<file path="src/rtl/pc_flow_unit.sv">
// Program counter and branch/jump flow control: registers the next PC one edge after decode, driven by the ALU ZERO flag.
// BUSYWAIT holds the PC and drops FETCH_VALID. Out of reset there is one fetch hold cycle before the PC advances.
module pc_flow_unit #(
    parameter int unsigned PC_WIDTH     = 32,
    parameter int unsigned OFFSET_WIDTH = 8,
    parameter logic [PC_WIDTH-1:0] RESET_PC = '0,
    parameter int unsigned CNT_WIDTH    = 8
) (
    input  logic                    CLK,
    input  logic                    RESET,
    input  logic                    BUSYWAIT,
    input  logic                    JUMP,
    input  logic                    BRANCH,
    input  logic                    BRANCH_NE,
    input  logic                    ZERO,
    input  logic [OFFSET_WIDTH-1:0] OFFSET,
    output logic [PC_WIDTH-1:0]     PC,
    output logic [PC_WIDTH-1:0]     PC_PLUS4,
    output logic                    FETCH_VALID,
    output logic [CNT_WIDTH-1:0]    TAKEN_COUNT
);

    typedef enum logic [1:0] {
        S_HOLD  = 2'd0,
        S_RUN   = 2'd1,
        S_STALL = 2'd2
    } state_t;

    state_t                state_q, state_d;
    logic [PC_WIDTH-1:0]   pc_q, pc_d;
    logic                  fetch_vld_q, fetch_vld_d;
    logic [CNT_WIDTH-1:0]  cnt_q, cnt_d;

    logic [PC_WIDTH-1:0]   offset_ext;
    logic [PC_WIDTH-1:0]   target;
    logic                  taken;
    logic [PC_WIDTH-1:0]   next_pc;

    assign PC_PLUS4   = pc_q + PC_WIDTH'(4);
    assign offset_ext = {{(PC_WIDTH-OFFSET_WIDTH){OFFSET[OFFSET_WIDTH-1]}}, OFFSET};
    assign target     = PC_PLUS4 + (offset_ext << 2);

    // Both branch flavours asserted together is an illegal encoding and falls through to PC+4.
    assign taken   = JUMP
                   | (BRANCH & ~BRANCH_NE & ZERO)
                   | (BRANCH_NE & ~BRANCH & ~ZERO);
    assign next_pc = taken ? target : PC_PLUS4;

    always_comb begin
        state_d     = state_q;
        pc_d        = pc_q;
        fetch_vld_d = 1'b0;
        cnt_d       = cnt_q;
        case (state_q)
            S_HOLD: begin
                fetch_vld_d = 1'b1;
                state_d     = S_RUN;
            end
            S_RUN, S_STALL: begin
                if (BUSYWAIT) begin
                    state_d = S_STALL;
                end else begin
                    pc_d        = next_pc;
                    fetch_vld_d = 1'b1;
                    state_d     = S_RUN;
                    if (taken && (cnt_q != '1)) begin
                        cnt_d = cnt_q + CNT_WIDTH'(1);
                    end
                end
            end
            default: state_d = S_HOLD;
        endcase
    end

    always_ff @(posedge CLK or posedge RESET) begin
        if (RESET) begin
            state_q     <= S_HOLD;
            pc_q        <= RESET_PC;
            fetch_vld_q <= 1'b0;
            cnt_q       <= '0;
        end else begin
            state_q     <= state_d;
            pc_q        <= pc_d;
            fetch_vld_q <= fetch_vld_d;
            cnt_q       <= cnt_d;
        end
    end

    assign PC          = pc_q;
    assign FETCH_VALID = fetch_vld_q;
    assign TAKEN_COUNT = cnt_q;

endmodule

</file>
<file path="config.mk">
export PLATFORM = sky130hd
export DESIGN_NAME = pc_flow_unit
export DESIGN_NICKNAME = d
export VERILOG_FILES = /design/src/rtl/pc_flow_unit.sv
export SDC_FILE = /design/constraint.sdc
export NUM_CORES = 1
export LEC_CHECK = 0
export CORE_UTILIZATION = 48
export CTS_CLUSTER_DIAMETER = 200
export CTS_CLUSTER_SIZE = 14
export DETAILED_ROUTE_END_ITERATION = 8
export PLACE_DENSITY = 0.79
export SLEW_MARGIN = 10
export SYNTH_ARGS = -nofsm -noshare
export SYNTH_HDL_FRONTEND = slang
export SYNTH_SLANG_ARGS = --single-unit
</file>
<file path="constraint.sdc">
create_clock -name CLK -period 3.8 [get_ports CLK]
set_input_delay 0.95 -clock CLK [delete_from_list [all_inputs] [get_ports CLK]]
set_output_delay 0.95 -clock CLK [all_outputs]
set_load 0.005 [all_outputs]
</file>
==> reports/metrics.cfg <==
[run_status]
outcome = finished, final reports clean

[grt]
grt_max_degree = 41
track_usage_pct = 28.2
grt_first_pass_wirelength_um = 19800
met2_usage_pct = 47.2
grt_remaining_overflow = 0
first_global_vias = 4170
grt_use_met1_pct = 36.4
antenna_found_initial = 0
busiest_layer = met2
use_met3_pct = 4.51

[cts]
cts_made_buffers = 5
cts.sinks = 40
htree_num_levels = 2
clk_latency_ps = 310
clk_pin_slew_worst_paths_ps = 100
cts_tree = built
cts_buffer_depth = 2
cts_root_buf = clkbuf_8

[sta]
period_share_pct = 97.0
period_needed_ps = 3680
clock.fmax_mhz = 271
hold_viol = 0
rsz0062_at_grt = true
slew_headroom_pct = 59.1
fin_skew_ps = 8.21
whs_ps = 501
worstMarginPinSlew_ps = 614
final_max_slew_viol_count = 0
finalSetupViolCount = 0

[power]
power_mw = 4.80
ir_worst_vdd_uv = 478
intPower_mw = 2.56
swShare_pct = 46.7
clkPwrFrac_pct = 6.6
leakage_nw = 2.42
power_frac_comb_pct = 73.7
p_sw_mw = 2.24
p_seq_share_pct = 19.7
cellPowerDensity_nw_per_um2 = 870

[logic_synthesis]
ys_types = 64
syn_area_um2 = 4110
synth_flop_cell = dfrtp_1
yosys_warnings = 0
ys_async_sr_fraction_pct = 100
synth_seq_cells = 40
synth_edf_count = 0
synth_seq_area_share_pct = 24.4
avgSynthCellArea_um2 = 7.97
syn_inst = 516

[critical_path]
startpoint_type = flip-flop
r2r_start = PC[3]
end_kind = output port
rrSetupSlack_ps = 160
criticalPathCategory = reg2out
r2r_cells = 16
crit_fanout = 6
reg2reg_to = PC[25]
cp_data_arrival_time_ps = 2730
required_ps = 2850

[placed_design]
detailed_place_hpwl_um = 9460
portBuffers = 83
gp_congestion = 0.953
placed_area_um2 = 5220

[floorplanning]
die_w_um = 94.5
die_h_um = 94.5
dieArea_um2 = 8940
rows = 33
coreArea_um2 = 8260
start_util_pct = 49.8
ioPinCount = 88

[min_path]
whs_path_depth = 1
hold-path-endpoint = TAKEN_COUNT[7]
hold_path_startpoint = TAKEN_COUNT[7]
hp-class = reg2reg

[detailed_routing]
wirelength_um = 12300
route.detailed.drc = 0
routedWlPerCell_um = 16.9
firstDrtPassIters = 4
vias_per_cell = 5.94
drtIter0Drc = 243
via_count = 4327
ant_nets = 0

[cells_and_area]
seqCellArea_um2 = 1000
finalNetCount = 678
syn_to_final_growth_pct = 34.2
fillers = 710
fin_area_um2 = 5510
drive_above_1_share_pct = 15.2
antennaDiodeCount = 0
multi_input_area_um2 = 3120

[run]
drv_cap = 0

-- power groups by stage --
stage	Clock [mW]	Sequential, mW	Combinational (mW)
after global placement	0	0.925	3.32
final	0.315	0.945	3.54
after global routing	0.332	0.973	3.89
after detailed placement	0	0.939	3.37
after floorplan	0	0.882	2.02
after CTS	0.318	0.937	3.41
-- per-layer routing --
layer	vias to the layer above	routed length, um	part of all wire [%]
li1	2083	-	-
met1	2047	5360	43
met2	172	5840	47
met3	25	862	7.0
met4	0	274	2.2
met5	-	0	0
-- cell usage in the layout (no fill, tap or decap), drive strengths merged, types with 3 or more instances in the layout --
cell type,count
a22oi,3
buf,39
a211oi,3
o211ai,3
conb,4
o21bai,4
nand4,19
xnor2,32
and4,7
clkbuf,5
nor3,6
ha,39
a21o,16
nor2b,3
nor4,3
a31oi,10
a21oi,54
nand3,20
and3,11
o22ai,4
inv,11
dfrtp,40
nand2,53
xor2,24
mux2i,4
o21ai,38
nor2,53
clkdlybuf4s50,83
-- registers in the layout, summed over array words and instances, names as in the netlist --
name	flops
PC	30
TAKEN_COUNT	8
state_q	2
-- logic make-up after synthesis --
| logic type | share of synthesized area (%) |
|---|---|
| AO/OA/AOI/OAI | 23.1 |
| XOR/XNOR | 12.4 |
| adder cells (fa/ha/maj) | 12.4 |
| buffers and inverters | 3.93 |
| flip-flops | 24.4 |
| multiplexers | 1.25 |
| other | 0.0912 |
| AND/OR/NAND/NOR | 22.5 |
-- cell type report --
class	instances	area share, %
clock buffer	5	1.25
tap	105	2.38
timing repair buffer	122	20.4
clock inverter	3	0.431
multi-input combinational	443	56.6
sequential	40	18.2
inverter	11	0.749
-- how the worst max path moves through the flow --
stage / start / to / slack, ps / depth (start not counted)
2_1_floorplan: PC[2] / PC[25] / 270 / 17
3_3_place_gp: OFFSET[7] / PC[25] / 70 / 12
3_5_place_dp: OFFSET[7] / PC[25] / 50 / 12
4_1_cts: PC[3] / PC[25] / 20 / 16
5_1_grt: PC[3] / PC[27] / -60 / 16
6_report: PC[16] / PC_PLUS4[31] / 120 / 7
-- critical path, cell delays in order (launching register included) --
cell and delay (ps):
dfrtp_1 470, nand4_2 210, nor2_1 230, and4_2 320
and3_2 300, nand4_4 150, xnor2_4 220, clkdlybuf4s50_1 530
-- synth_stat cells (6+ instances only) --
cell      instances  area share, %
a31oi_1          10            1.5
buf_4             6            1.1
inv_1            11            1.0
a21o_1           16            2.9
xor2_1           24            5.1
xnor2_1          31            6.6
and3_1           11            1.7
nand3_1          20            2.4
nand2_1          52            4.7
dfrtp_1          40             24
a21oi_1          53            6.5
o21ai_0          33            4.0
nor2_1           52            4.7
and4_1            6            1.3
nand4_1          17            2.6
ha_1             39             12
clkbuf_1         15            1.4
-- repair_timing --
action	4_1_cts	5_1_grt
gates resized for setup	7	28
buffers inserted	0	7
setup endpoints to repair	7	25
hold buffers	0	0
cloned	0	0
pin swaps	0	7
-- metrics by stage --
stage               worst slack [ps]  std cells  utilization [%]  setup TNS [ps]
finish                           115        729             66.8               0
global route                   -61.4        729             66.8            -121
CTS                             20.9        722             64.7               0
detailed placement              47.7        714             63.3               0
global placement                68.5        714             63.3               0
floorplan                        271        519                -               0
No activity file was read; power rests on OpenSTA's default activity.
